==> src/rtl/vga_pkg.sv <==
// Shared VGA timing defaults and coordinate type, used by the timing generator
// and by downstream renderers that need the same frame geometry.
package vga_pkg;

    localparam int COORD_W = 10;
    typedef logic [COORD_W-1:0] coord_t;

    localparam int H_ACTIVE_DEF = 640;
    localparam int H_FP_DEF     = 16;
    localparam int H_SYNC_DEF   = 96;
    localparam int H_BP_DEF     = 48;
    localparam int V_ACTIVE_DEF = 480;
    localparam int V_FP_DEF     = 10;
    localparam int V_SYNC_DEF   = 2;
    localparam int V_BP_DEF     = 33;

    function automatic int span_total(input int active, input int fp, input int sync, input int bp);
        return active + fp + sync + bp;
    endfunction

    localparam int H_TOTAL_DEF = span_total(H_ACTIVE_DEF, H_FP_DEF, H_SYNC_DEF, H_BP_DEF);
    localparam int V_TOTAL_DEF = span_total(V_ACTIVE_DEF, V_FP_DEF, V_SYNC_DEF, V_BP_DEF);

endpackage

==> src/rtl/vga_timing_gen_if.sv <==
// Video timing bundle: pixel coordinates, display enable, syncs and frame markers.
interface vga_timing_gen_if;
    import vga_pkg::*;

    coord_t     DrawX;
    coord_t     DrawY;
    logic       blank;
    logic       hs;
    logic       vs;
    logic       frame_start;
    logic [7:0] frame_count;

    modport master (
        output DrawX, DrawY, blank, hs, vs, frame_start, frame_count
    );

    modport slave (
        input DrawX, DrawY, blank, hs, vs, frame_start, frame_count
    );

endinterface

==> src/rtl/mod_counter.sv <==
// Modulo-N counter with count enable; wrap pulses on the enabled cycle that
// returns the count to zero.
module mod_counter #(
    parameter int MODULUS = 800,
    parameter int W       = 10
) (
    input  logic         vga_clk,
    input  logic         reset,
    input  logic         en,
    output logic [W-1:0] count,
    output logic         wrap
);

    assign wrap = en && (count == W'(MODULUS - 1));

    always_ff @(posedge vga_clk) begin
        if (reset) begin
            count <= '0;
        end else if (wrap) begin
            count <= '0;
        end else if (en) begin
            count <= count + 1'b1;
        end
    end

endmodule

==> src/rtl/vga_timing_gen.sv <==
// VGA raster timing generator: free-running pixel/line counters decoded into
// registered coordinates, display enable, active-low syncs and frame markers.
module vga_timing_gen
    import vga_pkg::*;
#(
    parameter int H_ACTIVE = H_ACTIVE_DEF,
    parameter int H_FP     = H_FP_DEF,
    parameter int H_SYNC   = H_SYNC_DEF,
    parameter int H_BP     = H_BP_DEF,
    parameter int V_ACTIVE = V_ACTIVE_DEF,
    parameter int V_FP     = V_FP_DEF,
    parameter int V_SYNC   = V_SYNC_DEF,
    parameter int V_BP     = V_BP_DEF
) (
    input  logic             vga_clk,
    input  logic             reset,
    vga_timing_gen_if.master vga
);

    localparam int H_TOTAL = span_total(H_ACTIVE, H_FP, H_SYNC, H_BP);
    localparam int V_TOTAL = span_total(V_ACTIVE, V_FP, V_SYNC, V_BP);

    localparam coord_t H_ACT_C  = coord_t'(H_ACTIVE);
    localparam coord_t V_ACT_C  = coord_t'(V_ACTIVE);
    localparam coord_t HS_START = coord_t'(H_ACTIVE + H_FP);
    localparam coord_t HS_END   = coord_t'(H_ACTIVE + H_FP + H_SYNC);
    localparam coord_t VS_START = coord_t'(V_ACTIVE + V_FP);
    localparam coord_t VS_END   = coord_t'(V_ACTIVE + V_FP + V_SYNC);

    coord_t hc;
    coord_t vc;
    logic   h_wrap;
    logic   v_wrap;
    logic   at_origin;

    mod_counter #(
        .MODULUS (H_TOTAL),
        .W       (COORD_W)
    ) u_hcnt (
        .vga_clk (vga_clk),
        .reset   (reset),
        .en      (1'b1),
        .count   (hc),
        .wrap    (h_wrap)
    );

    mod_counter #(
        .MODULUS (V_TOTAL),
        .W       (COORD_W)
    ) u_vcnt (
        .vga_clk (vga_clk),
        .reset   (reset),
        .en      (h_wrap),
        .count   (vc),
        .wrap    (v_wrap)
    );

    // The horizontal counter never stalls, so (hc,vc) returns to the origin
    // exactly on the cycle after a vertical wrap (or after reset).
    always_ff @(posedge vga_clk) begin
        if (reset) begin
            at_origin <= 1'b1;
        end else begin
            at_origin <= v_wrap;
        end
    end

    // ---- stage p0: combinational decode of the current (hc,vc) ----
    logic blank_p0;
    logic hs_p0;
    logic vs_p0;

    always_comb begin
        blank_p0 = 1'b0;
        hs_p0    = 1'b1;
        vs_p0    = 1'b1;
        if ((hc < H_ACT_C) && (vc < V_ACT_C)) begin
            blank_p0 = 1'b1;
        end
        if ((hc >= HS_START) && (hc < HS_END)) begin
            hs_p0 = 1'b0;
        end
        if ((vc >= VS_START) && (vc < VS_END)) begin
            vs_p0 = 1'b0;
        end
    end

    // ---- stage p1: registered outputs, all describing the same pixel ----
    coord_t     draw_x_p1;
    coord_t     draw_y_p1;
    logic       blank_p1;
    logic       hs_p1;
    logic       vs_p1;
    logic       frame_start_p1;
    logic [7:0] frame_count_p1;

    always_ff @(posedge vga_clk) begin
        if (reset) begin
            draw_x_p1      <= '0;
            draw_y_p1      <= '0;
            blank_p1       <= 1'b0;
            hs_p1          <= 1'b1;
            vs_p1          <= 1'b1;
            frame_start_p1 <= 1'b0;
            frame_count_p1 <= '0;
        end else begin
            draw_x_p1      <= hc;
            draw_y_p1      <= vc;
            blank_p1       <= blank_p0;
            hs_p1          <= hs_p0;
            vs_p1          <= vs_p0;
            frame_start_p1 <= at_origin;
            if (at_origin) begin
                frame_count_p1 <= frame_count_p1 + 8'd1;
            end
        end
    end

    assign vga.DrawX       = draw_x_p1;
    assign vga.DrawY       = draw_y_p1;
    assign vga.blank       = blank_p1;
    assign vga.hs          = hs_p1;
    assign vga.vs          = vs_p1;
    assign vga.frame_start = frame_start_p1;
    assign vga.frame_count = frame_count_p1;

endmodule

==> src/flat_wrapper.sv <==
// flat-port wrapper written by rule: the top's interface ports become plain ports
module vga_timing_gen_flat import vga_pkg::*;
#(
    parameter int H_ACTIVE = H_ACTIVE_DEF,
    parameter int H_FP     = H_FP_DEF,
    parameter int H_SYNC   = H_SYNC_DEF,
    parameter int H_BP     = H_BP_DEF,
    parameter int V_ACTIVE = V_ACTIVE_DEF,
    parameter int V_FP     = V_FP_DEF,
    parameter int V_SYNC   = V_SYNC_DEF,
    parameter int V_BP     = V_BP_DEF
)
  (vga_clk, reset, vga_DrawX, vga_DrawY, vga_blank, vga_hs, vga_vs, vga_frame_start, vga_frame_count);
  vga_timing_gen_if vga_i ();
  input  logic vga_clk;
  input  logic reset;
  output wire logic [$bits(vga_i.DrawX)-1:0] vga_DrawX;
  output wire logic [$bits(vga_i.DrawY)-1:0] vga_DrawY;
  output wire logic [$bits(vga_i.blank)-1:0] vga_blank;
  output wire logic [$bits(vga_i.hs)-1:0] vga_hs;
  output wire logic [$bits(vga_i.vs)-1:0] vga_vs;
  output wire logic [$bits(vga_i.frame_start)-1:0] vga_frame_start;
  output wire logic [$bits(vga_i.frame_count)-1:0] vga_frame_count;
  assign vga_DrawX = vga_i.DrawX;
  assign vga_DrawY = vga_i.DrawY;
  assign vga_blank = vga_i.blank;
  assign vga_hs = vga_i.hs;
  assign vga_vs = vga_i.vs;
  assign vga_frame_start = vga_i.frame_start;
  assign vga_frame_count = vga_i.frame_count;
  vga_timing_gen #(.H_ACTIVE(H_ACTIVE), .H_FP(H_FP), .H_SYNC(H_SYNC), .H_BP(H_BP), .V_ACTIVE(V_ACTIVE), .V_FP(V_FP), .V_SYNC(V_SYNC), .V_BP(V_BP)) u_core (.vga_clk(vga_clk), .reset(reset), .vga(vga_i));
endmodule
==> config.mk <==
export PLATFORM = sky130hd
export DESIGN_NAME = vga_timing_gen_flat
export DESIGN_NICKNAME = d
export VERILOG_FILES = /design/src/rtl/vga_pkg.sv /design/src/rtl/vga_timing_gen_if.sv /design/src/rtl/mod_counter.sv /design/src/rtl/vga_timing_gen.sv /design/src/flat_wrapper.sv
export SDC_FILE = /design/constraint.sdc
export NUM_CORES = 1
export LEC_CHECK = 0
export CORE_MARGIN = 1
export CORE_UTILIZATION = 31
export DETAILED_ROUTE_END_ITERATION = 8
export MAX_ROUTING_LAYER = met4
export SLEW_MARGIN = 25
export SYNTH_ARGS = -nofsm -noshare
export SYNTH_HDL_FRONTEND = slang
export SYNTH_SLANG_ARGS = --single-unit
==> constraint.sdc <==
create_clock -name vga_clk -period 2.1 [get_ports vga_clk]
set_input_delay 0.21 -clock vga_clk [delete_from_list [all_inputs] [get_ports vga_clk]]
set_output_delay 0.21 -clock vga_clk [all_outputs]
set_load 0.02 [all_outputs]
==> summary.md, run 1 <==
| Metric | Value |
|---|---|
| Finished Cell Area | 2510 sq um |
| WS Path Type | reg2reg |
| Netlist cell types | 31 |
| Clock tree buffer depth | 2 |
| CTS H-tree lvls | 2 |
| Simple-gate area share of the yosys netlist | approximately 28% |
| MaxCap Viol Count | 0 |
| Synth Area in Compound Gates | 3.06% |
| Clock slew at reported path FFs | 0.09 ns |
| Synth top area share | 53.0% |
| Portion of netlist area occupied by mux cells | 2.06% |
| Average cell area after synthesis | roughly 9.9 sq um |
| Row count | 28 |
| Total negative slack | 0 ns |
| Crit start category | flip-flop |
| VDD IR max | 0.239 mV |
| Fill cells | 623 |
| Lkg Pwr | 0.916 nW |
| Area growth, synth to finish | 25.6% |
| Data arrival time of the critical path | 2.08 ns |
| Yosys synthesis warning count | 0 |
| Largest family of logic cells by synthesized area | simple AND/OR/NAND/NOR gates |
| Total Wirelength | 3.65 mm |
| Commonest non-fill, non-tap cells in the layout | dfxtp_1 (53), clkdlybuf4s50_1 (33), nor2_1 (32) |
| WHS Path Cells | 2 |
| DP Area | 2420 sq um |
| Average vias per placed instance | 4.57 |
| Core Box Area | between 6000 and 7000 sq um |
| Worst Tran Pin Value | slightly above 0.4 ns |
| Global placer's final weighted congestion | 0.757 |
| Slowest stage delay, CP | 0.62 ns |
| Status | completed |
| RSZ-0062 raised after global routing | no |
| Slew HR | 72.5% |
| Worst setup EP type | flip-flop |
| Synth Area in Adders | 3.75% |
| Post-Synthesis Cell Area | between 2000 and 2500 sq um |
| Fin crit period | 1.90 ns |
| Worst skew pair latency | 0.30 ns |
| First-pass GRT wire length | 5.89 mm |
| CP required | about 2.3 ns |
| Critical-path cell list | or4b_4 > nor4_2 > nand3_1 > mux2_1 |
| Antenna violations before repair | 0 |
| CTS tree | done |
| Diodes inserted | 0 |
| Synth Register Bits | 53 |
| Setup Skew | 0.00576 ns |
| Largest net degree at the start of global routing | 16 |
| Clock Tree Root | clkbuf_8 |
| Port buffer count | 33 |
| DR pass1 iterations | 4 |
| DIE AREA | a little under 7000 sq um |
| Die width | 82.3 microns |
| Final Slew Violations | 0 |
| CP max FO | 7 |
| Buffers and inverters on the worst path | 0 |
| Total global-route track usage | approximately 12% |
| Detailed Route Iter0 Violations | 37 |
| Critical-path top delay cell | or4b_4 |
| Via count | 1436 |
| Die height | around 80 microns |
| Fin crit share | 90.4% |
| Share of flip-flops with an asynchronous set or reset | 0% |
| Remaining antenna violation count | 0 |
| Top_reg_cell synth | dfxtp_1 |
| Crit path max-delay family | simple AND/OR/NAND/NOR gates |
| CTS Buf Count | 5 |
| Drt drc | 0 |
| Fmax | approximately 0.53 GHz |
| Post-synthesis instance total | 203 |
| Number of flops mapped to enable cells by yosys | 0 |
| Initial Utilization | 33.0% |
| Most common cell after layout, fill and taps aside | dfxtp_1 |
| Reg2reg path depth | 4 |
| Dominant cells by area after synthesis | dfxtp_1 (53%), nor2_1 (6.0%), nor2b_1 (5.3%), xnor2_1 (3.9%), xor2_1 (3.9%) |
| Post-DP HPWL | roughly 2.6 mm |
| # setup viols final | 0 |
| Cell taking the most area after synthesis | dfxtp_1 |
| Power Density | 663 nW/um^2 |
| Synth Area in XOR/XNOR | 7.88% |
| Vias in the first global route | 1306 |
| Postcts setup bufs | 0 |
| Layout cells sized above 1 | under 10% |
| CTS Sinks | 53 |
| WL/cell | approximately 12 microns |
| IO Count | 34 |
| Post-Syn Nets | 211 |
| Nets | between 200 and 250 |
| Hold-fix buffers, CTS | 0 |
| Hold crit path type | reg2reg |
| Critical path depth in cells | 4 |
| Hold Fails Final Rpt | 0 |
| Sequential area share after synthesis | 53.0% |
| Global route overflow | 0 |
-- registers in the layout (all words and copies together), names as in the netlist --
signal,flops
u_core.vga.vs,1
u_core.vga.frame_start,1
u_core.vga.DrawY,10
u_core.vga.hs,1
u_core.u_hcnt.count,10
u_core.u_vcnt.count,10
u_core.vga.DrawX,10
u_core.vga.blank,1
u_core.vga.frame_count,8
u_core.at_origin,1
-- cell families (layout without fill, tap and decap cells) --
kind of cell / after synthesis / after routing
compound gates: 9 / 9
xor+xnor: 18 / 18
fa+ha+maj: 6 / 6
buf+inv: 14 / 50
flops: 53 / 53
mux: 4 / 4
simple gates: 99 / 99
-- per-layer routing --
layer	track usage, %	wire, microns
met5	-	0
met4	6.14	77
met3	3.52	152
met2	18.3	1650
met1	14.4	1760
-- tightest hold or removal path, delay by kind of cell, from the launching register on --
| family | cells | cell delay (ns) |
|---|---|---|
| AO/OA/AOI/OAI | 2 | 0.13 |
| flip-flops | 1 | 0.32 |
-- power by group --
group	leakage, nW	switching [mW]	total [mW]	internal (mW)
sequential	0.429	0.0142	1.03	1.02
clock	0.0443	0.294	0.556	0.262
combinational	0.442	0.0427	0.0779	0.0352
-- Yosys cell counts (2+ instances only) --
library cell and count:
xor2_1 9, nor2b_1 17, nand2_1 7, ha_1 6
nand4_1 8, nor4_1 5, inv_1 6, clkbuf_1 7
nor2_1 32, o21ai_0 4, mux2i_1 3, and2_1 2
and3_1 5, nor4_2 2, nor3_1 3, nand3_1 8
dfxtp_1 53, a21oi_1 3, or3_1 3, xnor2_1 9
-- path summary, 6_finish.rpt --
kind                                               start                                      to  slack [ns]
setup / recovery       u_core.u_hcnt.count[5]$_SDFF_PP0_     u_core.u_vcnt.count[8]$_SDFFE_PP0P_        0.20
hold / removal    u_core.vga.frame_count[7]$_SDFFE_PP0P_  u_core.vga.frame_count[7]$_SDFFE_PP0P_        0.49
setup reg to reg       u_core.u_hcnt.count[5]$_SDFF_PP0_     u_core.u_vcnt.count[8]$_SDFFE_PP0P_        0.20
hold reg to reg   u_core.vga.frame_count[7]$_SDFFE_PP0P_  u_core.vga.frame_count[7]$_SDFFE_PP0P_        0.49
-- metrics by stage --
step                      setup WS [ns]  hold slack (ns)  std cells  utilization, %  total power, mW
final                             0.203            0.489        314            41.5             1.67
after CTS                        0.0918            0.494        314            41.4             1.70
after global placement            0.151            0.460        307            40.0             1.14
after floorplan                   0.253            0.290        203               -             1.10
after detailed placement          0.116            0.485        307            40.0             1.14
after global routing             0.0817            0.518        314            41.5             1.75
-- final cells by class --
class	count	area [sq um]	area share (%)
flip-flops and latches	53	1060	42.2
clock buffers	7	86.3	3.43
multi-input cells	136	890	35.4
repair buffers	37	360	14.3
well taps	75	93.8	3.73
inverters	6	22.5	0.896
-- repair_timing --
action                                  CTS  global route
endpoints found under the setup margin    0             4
hold endpoints to repair                  0             0
gates resized for setup                   0             1
Power figures use the tool's default switching activity.
==> run 2, diff against run 1 <==
--- a/config.mk
+++ b/config.mk
@@ -5,6 +5,7 @@
 export SDC_FILE = /design/constraint.sdc
 export NUM_CORES = 1
 export LEC_CHECK = 0
+export CAP_MARGIN = 15
 export CORE_MARGIN = 1
 export CORE_UTILIZATION = 31
 export DETAILED_ROUTE_END_ITERATION = 8
==> results of run 2 <==
Final layout, timing and power as in run 1 (identical DEF).
==> run 3, diff against run 2 <==
--- a/config.mk
+++ b/config.mk
@@ -14,3 +14,4 @@
 export SYNTH_ARGS = -nofsm -noshare
 export SYNTH_HDL_FRONTEND = slang
 export SYNTH_SLANG_ARGS = --single-unit
+export TNS_END_PERCENT = 30
==> results of run 3 <==
Final layout, timing and power as in run 1 (identical DEF).
